$ cat src/rtl/mux_arb_pkg.sv
// Shared types and constants for the two-input round-robin arbiter slice.
package mux_arb_pkg;

  localparam int DATA_W_DEF = 8;

  // The output slot is either free or holds one beat.
  typedef enum logic {
    EMPTY = 1'b0,
    FULL  = 1'b1
  } state_e;

  // Requester identity, also used as the priority pointer value.
  typedef enum logic {
    SRC_A = 1'b0,
    SRC_B = 1'b1
  } src_e;

  // A lone requester always wins; on contention the priority pointer decides.
  function automatic src_e rr_grant(logic a_v, logic b_v, src_e prio);
    if (a_v && b_v) return prio;
    else if (b_v)   return SRC_B;
    else            return SRC_A;
  endfunction

  // The loser of this grant becomes the favoured requester next time.
  function automatic src_e other_src(src_e s);
    return (s == SRC_A) ? SRC_B : SRC_A;
  endfunction

endpackage

$ cat src/rtl/mux2_rr_arbiter_if.sv
// Handshake bundle for the arbiter: two requester ports and one output port.
interface mux2_rr_arbiter_if #(
  parameter int DATA_W = mux_arb_pkg::DATA_W_DEF
);

  logic              a_valid;
  logic [DATA_W-1:0] a_data;
  logic              a_ready;

  logic              b_valid;
  logic [DATA_W-1:0] b_data;
  logic              b_ready;

  logic              y_valid;
  logic [DATA_W-1:0] y_data;
  logic              y_src;
  logic              y_ready;

  // Environment side: drives requests and downstream ready.
  modport master (
    output a_valid, a_data, b_valid, b_data, y_ready,
    input  a_ready, b_ready, y_valid, y_data, y_src
  );

  // Arbiter side.
  modport slave (
    input  a_valid, a_data, b_valid, b_data, y_ready,
    output a_ready, b_ready, y_valid, y_data, y_src
  );

endinterface

$ cat src/rtl/mux2_data.sv
// DATA_W-wide 2:1 payload select steered by the current grant.
module mux2_data
  import mux_arb_pkg::*;
#(
  parameter int DATA_W = DATA_W_DEF
) (
  input  logic [DATA_W-1:0] a_data_i,
  input  logic [DATA_W-1:0] b_data_i,
  input  src_e              sel_i,
  output logic [DATA_W-1:0] y_data_o
);

  assign y_data_o = (sel_i == SRC_B) ? b_data_i : a_data_i;

endmodule

$ cat src/rtl/mux2_rr_arbiter.sv
// Two-requester round-robin arbiter feeding a single registered output slot.
// The slot refills in the same cycle it drains, so full throughput is kept
// while downstream is ready.
module mux2_rr_arbiter
  import mux_arb_pkg::*;
#(
  parameter int DATA_W = DATA_W_DEF
) (
  input  logic             clk,
  input  logic             rst,
  mux2_rr_arbiter_if.slave bus
);

  state_e            state_q, state_d;
  src_e              prio_q,  prio_d;
  src_e              y_src_q, y_src_d;
  logic [DATA_W-1:0] y_data_q, y_data_d;

  logic              slot_free;
  logic              accept;
  src_e              grant;
  logic [DATA_W-1:0] sel_data;

  // Grant and handshake: the slot is free when empty or when draining now.
  // Reset masks the readies so nothing is accepted during a reset cycle.
  always_comb begin
    slot_free = (state_q == EMPTY) || bus.y_ready;
    grant     = rr_grant(bus.a_valid, bus.b_valid, prio_q);
    accept    = !rst && slot_free && (bus.a_valid || bus.b_valid);
  end

  assign bus.a_ready = accept && (grant == SRC_A);
  assign bus.b_ready = accept && (grant == SRC_B);

  mux2_data #(.DATA_W(DATA_W)) u_data (
    .a_data_i (bus.a_data),
    .b_data_i (bus.b_data),
    .sel_i    (grant),
    .y_data_o (sel_data)
  );

  // Next state: slot occupancy, held payload and priority pointer.
  always_comb begin
    // NOTE: every signal gets a default before the case so no path leaves it
    // unassigned, which would otherwise infer a latch.
    state_d  = state_q;
    prio_d   = prio_q;
    y_src_d  = y_src_q;
    y_data_d = y_data_q;

    case (state_q)
      EMPTY: if (accept) state_d = FULL;
      FULL: begin
        if (accept)           state_d = FULL;
        else if (bus.y_ready) state_d = EMPTY;
      end
      default: state_d = EMPTY;
    endcase

    if (accept) begin
      y_data_d = sel_data;
      y_src_d  = grant;
      prio_d   = other_src(grant);
    end
  end

  // State and output registers; reset drops any held beat and favours A.
  always_ff @(posedge clk) begin
    // NOTE: non-blocking assignments so every register samples the values
    // from before this edge, independent of statement order.
    if (rst) begin
      state_q  <= EMPTY;
      prio_q   <= SRC_A;
      y_src_q  <= SRC_A;
      y_data_q <= '0;
    end else begin
      state_q  <= state_d;
      prio_q   <= prio_d;
      y_src_q  <= y_src_d;
      y_data_q <= y_data_d;
    end
  end

  assign bus.y_valid = (state_q == FULL);
  assign bus.y_data  = y_data_q;
  assign bus.y_src   = y_src_q;

endmodule

$ cat src/flat_wrapper.sv
// flat-port wrapper written by rule: the top's interface ports become plain ports
module mux2_rr_arbiter_flat import mux_arb_pkg::*;
#(
  parameter int DATA_W = DATA_W_DEF
)
  (clk, rst, bus_a_valid, bus_a_data, bus_b_valid, bus_b_data, bus_y_ready, bus_a_ready, bus_b_ready, bus_y_valid, bus_y_data, bus_y_src);
  mux2_rr_arbiter_if #(.DATA_W(DATA_W)) bus_i ();
  input  logic clk;
  input  logic rst;
  input wire logic [$bits(bus_i.a_valid)-1:0] bus_a_valid;
  input wire logic [$bits(bus_i.a_data)-1:0] bus_a_data;
  input wire logic [$bits(bus_i.b_valid)-1:0] bus_b_valid;
  input wire logic [$bits(bus_i.b_data)-1:0] bus_b_data;
  input wire logic [$bits(bus_i.y_ready)-1:0] bus_y_ready;
  output wire logic [$bits(bus_i.a_ready)-1:0] bus_a_ready;
  output wire logic [$bits(bus_i.b_ready)-1:0] bus_b_ready;
  output wire logic [$bits(bus_i.y_valid)-1:0] bus_y_valid;
  output wire logic [$bits(bus_i.y_data)-1:0] bus_y_data;
  output wire logic [$bits(bus_i.y_src)-1:0] bus_y_src;
  assign bus_i.a_valid = bus_a_valid;
  assign bus_i.a_data = bus_a_data;
  assign bus_i.b_valid = bus_b_valid;
  assign bus_i.b_data = bus_b_data;
  assign bus_i.y_ready = bus_y_ready;
  assign bus_a_ready = bus_i.a_ready;
  assign bus_b_ready = bus_i.b_ready;
  assign bus_y_valid = bus_i.y_valid;
  assign bus_y_data = bus_i.y_data;
  assign bus_y_src = bus_i.y_src;
  mux2_rr_arbiter #(.DATA_W(DATA_W)) u_core (.clk(clk), .rst(rst), .bus(bus_i));
endmodule
$ cat config.mk
export PLATFORM = sky130hd
export DESIGN_NAME = mux2_rr_arbiter_flat
export DESIGN_NICKNAME = d
export VERILOG_FILES = /design/src/rtl/mux_arb_pkg.sv /design/src/rtl/mux2_rr_arbiter_if.sv /design/src/rtl/mux2_data.sv /design/src/rtl/mux2_rr_arbiter.sv /design/src/flat_wrapper.sv
export SDC_FILE = /design/constraint.sdc
export NUM_CORES = 1
export LEC_CHECK = 0
export CORE_ASPECT_RATIO = 1.1
export CORE_MARGIN = 3
export CORE_UTILIZATION = 35
export DETAILED_ROUTE_END_ITERATION = 12
export DONT_BUFFER_PORTS = 1
export PLACE_DENSITY = 0.54
export SLEW_MARGIN = 15
export SYNTH_ARGS = -nofsm -noshare
export SYNTH_HDL_FRONTEND = slang
export SYNTH_SLANG_ARGS = --single-unit
$ cat constraint.sdc
create_clock -name clk -period 1.2 [get_ports clk]
set_input_delay 0.18 -clock clk [delete_from_list [all_inputs] [get_ports clk]]
set_output_delay 0.18 -clock clk [all_outputs]
set_load 0.02 [all_outputs]
## Word-level counts from Yosys, hierarchy flattened

Index checks and enable logic that the tools add are counted.

- Add/subtract/negate cells: 0
- $mul: 0
- Div/mod/pow operators: 0
- Magnitude comparators: 0
- Eq/ne operators: 0
- Shift-type cells: 0
- Mux-type cells: 8
- Bitwise operators: 2
- Reduce and logical (&&, ||, !) cells: 8

Operators with widths:

| cell | number |
|---|---|
| 8-bit 2-to-1 mux | 1 |
| 1-bit 2-to-1 mux | 6 |
| 1-bit logical AND | 5 |
| 1-bit logical OR | 2 |
| 1-bit inverter | 2 |
| 1-bit one-hot mux with 2 select lines | 1 |
| 1-bit logical NOT | 1 |

- Flip-flop bits (word level): 11
- Latch bits: 0
- Memory bits (writable): 0
- ROM bits: 0
- Input bits: 21
- Output and inout bits: 12
- Logic and storage cells: 22
- Memories: 0

## Logic depth before layout (Yosys ltp)

- Word-level depth: 6
- Gate-level depth with buffers: 4
- Gate-level depth less buffers: 3

## Modules after synthesis

From an unflattened synthesis, not the netlist that was laid out.

- Cell total of the unflattened synthesis: 59
- Area, all modules: 574.3 um^2

Modules (own cells, without submodules):

| module | times used | cells each | area an instance (um^2) | sequential area each (um^2) |
|---|---|---|---|---|
| mux2_rr_arbiter | 1 | 50 | 442.9 | 220.2 |
| mux2_data | 1 | 9 | 131.4 | 0.0 |

## Worst setup path before layout

OpenSTA, ideal clock, no wires.

- Kind: flip-flop to output port
- Start point: register u_core.state_q, in the netlist u_core.bus.y_valid
- End point: output port bus_a_ready
- Arrival: 1219 ps
- Data required time: 1020 ps
- Setup slack: -199 ps
- Cell stages (with the launch flop): 4
- Path buffers: 0
- Cells stage by stage: dfxtp_1 > nor2b_1 > nor3_4 > a21boi_1

- Cells in the longest elaborated chain, start to end: 5

Ends and longest elaborated chain:

| element | line | text |
|---|---|---|
| start, declared | mux2_rr_arbiter.sv:14 | `state_e state_q, state_d;` |
| start signal, assigned | mux2_rr_arbiter.sv:77 | `state_q <= state_d;` |
| 1-bit inverter | mux2_rr_arbiter.sv:27 | `slot_free = (state_q == EMPTY) \|\| bus.y_ready;` |
| 1-bit logical OR | mux2_rr_arbiter.sv:27 |  |
| 1-bit logical AND (2 in a row) | mux2_rr_arbiter.sv:29 | `accept = !rst && slot_free && (bus.a_valid \|\| bus.b_valid);` |
| 1-bit logical AND | mux2_rr_arbiter.sv:32 | `assign bus.a_ready = accept && (grant == SRC_A);` |
| end, declared | flat_wrapper.sv:15 | `output wire logic [$bits(bus_i.a_ready)-1:0] bus_a_ready;` |

No other way between the ends.

## Worst setup path in the final report

Ends and elaborated chain as after synthesis.

==> flow_summary.toml <==
[timing]
worst_slew_pin_slew_ns = 0.302
min_period_ns = 1.30
hold_viol = 10
fin_crit_sh = 1.08
drv_slew = 0
fmax_mhz = 771
setup_viol = 1
clock_skew_ns = 0.00190
slew_headroom = 0.798
whs_ns = -0.0314
rsz0062_at_grt = "yes"
worst_slack_ns = -0.0968
setup-tns-final_ns = -0.0968

[layout]
design_area_um2 = 723
diodes = 0
fin_nets = 99
multi_input_area_um2 = 324
seq_area_um2 = 223
final_cells = 93
fillCellCount = 153
layout-drive-gt1-share = 0.351
utilization = 0.491
area_delta_synth_final_pct = 24.3

[yosys]
netlist_instances = 64
ys_top_cells_by_area = "dfxtp_1 (38%), a311oi_1 (12%), a31oi_1 (8.6%)"
yosys_warnings = 0
async_flop_share = 0
synth.avg_cell_area_um2 = 9.09
synth_seq_cells = 11
synth_ff_type = "dfxtp_1"
synth_sequential_area_ratio = 0.378
netlist_area_um2 = 582
yosys-top-cells-count = "dfxtp_1 (11), a311oi_1 (8), a31oi_1 (8), nand3_1 (8), o21ai_0 (8)"
yosysTopAreaCellShare = 0.378
syn_nets = 85
synth_top_area_cell = "dfxtp_1"
post-synth-top-count-cell = "dfxtp_1"
yosysUniqueCellTypes = 22
synth-edff-count = 0

[run]
max_cap_viol_count = 0

[floorplanning]
io_pins = 33
core_region_area_um2 = 1470
die-area_um2 = 2190
die_h_um = 48.8
die_w_um = 44.9
std_cell_rows = 14
start_util = 0.395

[place]
dpl.hpwl_um = 1210
placed_cell_area_um2 = 666
portBuffers = 0
pre_cts_slack_ns = 0.132
gp_congestion = 0.722
dp.cells = 86

[grt]
grt_pass1_vias = 612
grt_usage = 0.167
grt.overflow.total = 0
grt_pass1_wl_um = 2730
antenna_found_initial = 0
grt_max_degree = 14

[critical_path]
end_kind = "output port"
crit_arrival_ns = 1.12
worstPathMaxFanout = 3
critPathRequiredTime_ns = 1.02
path_delay_family = "flip-flops"
crit_type = "reg2out"
slowest_stage = "dfxtp_2"
critPathLaunchType = "flip-flop"
cp_slowest_stage_delay_ns = 0.33
cp_num_buf_inv = 0
path_cells = "nor2b_4 -> nor3_4 -> a21boi_4"

[pwr]
power_density_nw_per_um2 = 1230
p_leak_nw = 0.287
p_total_mw = 0.893
peakVddDrop_v = 0.000573

[route]
routedWlPerCell_um = 18.3
drtIter0Drc = 16
viasPerCell = 6.47
vias = 602
drc = 0
dr.pass1.iters = 4
antenna_left = 0
wirelength_um = 1700

[clock_tree]
cts_buffers = 3
clk_path_buf_depth = 2
clk_latency_ns = 0.27
cts_sinks = 11
cts_tree = "built"
clkTransAtPathRegs_ns = 0.07
cts_max_level = 1
ctsRootBufferMaster = "clkbuf_4"

[status]
outcome = "finished with violations"
failed_checks = "hold timing, setup timing"

[worst_hold_path]
holdCritPathClass = "in2reg"
## what timing repair did
| action | in CTS | in global routing |
|---|---|---|
| setup buffers | 2 | 1 |
| endpoints found under the setup margin | 2 | 2 |
| pin swaps | 3 | 1 |
| endpoints found under the hold margin | 10 | 10 |
| resized for setup | 3 | 0 |
## worst register-to-register path, cell delays in order, from the launching register on
cell and delay (ns):
dfxtp_2 0.33, nand2b_1 0.12, nand4_1 0.16, buf_4 0.17, buf_4 0.13, o211a_1 0.11
## flip-flops by register name, summed over array words and instances, names as in the netlist
| signal | count |
|---|---|
| u_core.prio_q | 1 |
| u_core.bus.y_valid | 1 |
| u_core.bus.y_data | 8 |
| u_core.bus.y_src | 1 |
## path summary, 6_finish.rpt
path	end	slack, ns	cells after the start	startpoint
worst max-delay path	bus_a_ready	-0.1	3	u_core.bus.y_valid$_SDFF_PP0_
worst min-delay path	u_core.bus.y_src$_SDFFE_PP0P_	-0.03	1	rst
worst max register to register	u_core.prio_q$_SDFFE_PP0P_	0.09	5	u_core.bus.y_valid$_SDFF_PP0_
worst min register to register	u_core.prio_q$_SDFFE_PP0P_	0.51	1	u_core.prio_q$_SDFFE_PP0P_
## kinds of logic (layout without fill, tap and decap cells)
| group | count (synthesis) | after routing | synth area share |
|---|---|---|---|
| compound gates | 29 | 29 | 0.336 |
| simple gates | 16 | 16 | 0.176 |
| flops | 11 | 11 | 0.378 |
| buf+inv | 8 | 21 | 0.110 |
## cells in the final DEF, fill, tap and decap left out, types with 2 or more instances in the layout
master,Yosys,routed
dfxtp_2,0,2
a311oi_1,8,8
a21oi_1,2,2
dfxtp_1,11,9
buf_4,1,14
o21ai_0,8,8
clkbuf_4,0,3
nand3_1,8,8
a31oi_1,8,8
## layout make-up
cell class	instances	share of cell area
Tap cell	16	0.0277
Timing Repair Buffer	14	0.145
Sequential cell	11	0.308
Inverter	3	0.0346
Multi-Input combinational cell	45	0.448
Clock buffer	4	0.0363
## layer usage
layer / share of wire / wire length, um / up-vias / track usage
met4: 0.025 / 42 / 0 / 0.0976
met3: 0.098 / 167 / 5 / 0.0630
met2: 0.46 / 785 / 34 / 0.249
met1: 0.42 / 709 / 286 / 0.197
met5: 0 / 0 / - / 0
li1: - / - / 277 / -
## power by group
part / internal, mW / switching [mW] / leakage [nW]
clock: 0.129 / 0.132 / 0.0150
combinational: 0.100 / 0.107 / 0.180
sequential: 0.395 / 0.0286 / 0.0915
total: 0.624 / 0.268 / 0.287
No activity file was read; power rests on OpenSTA's default activity.
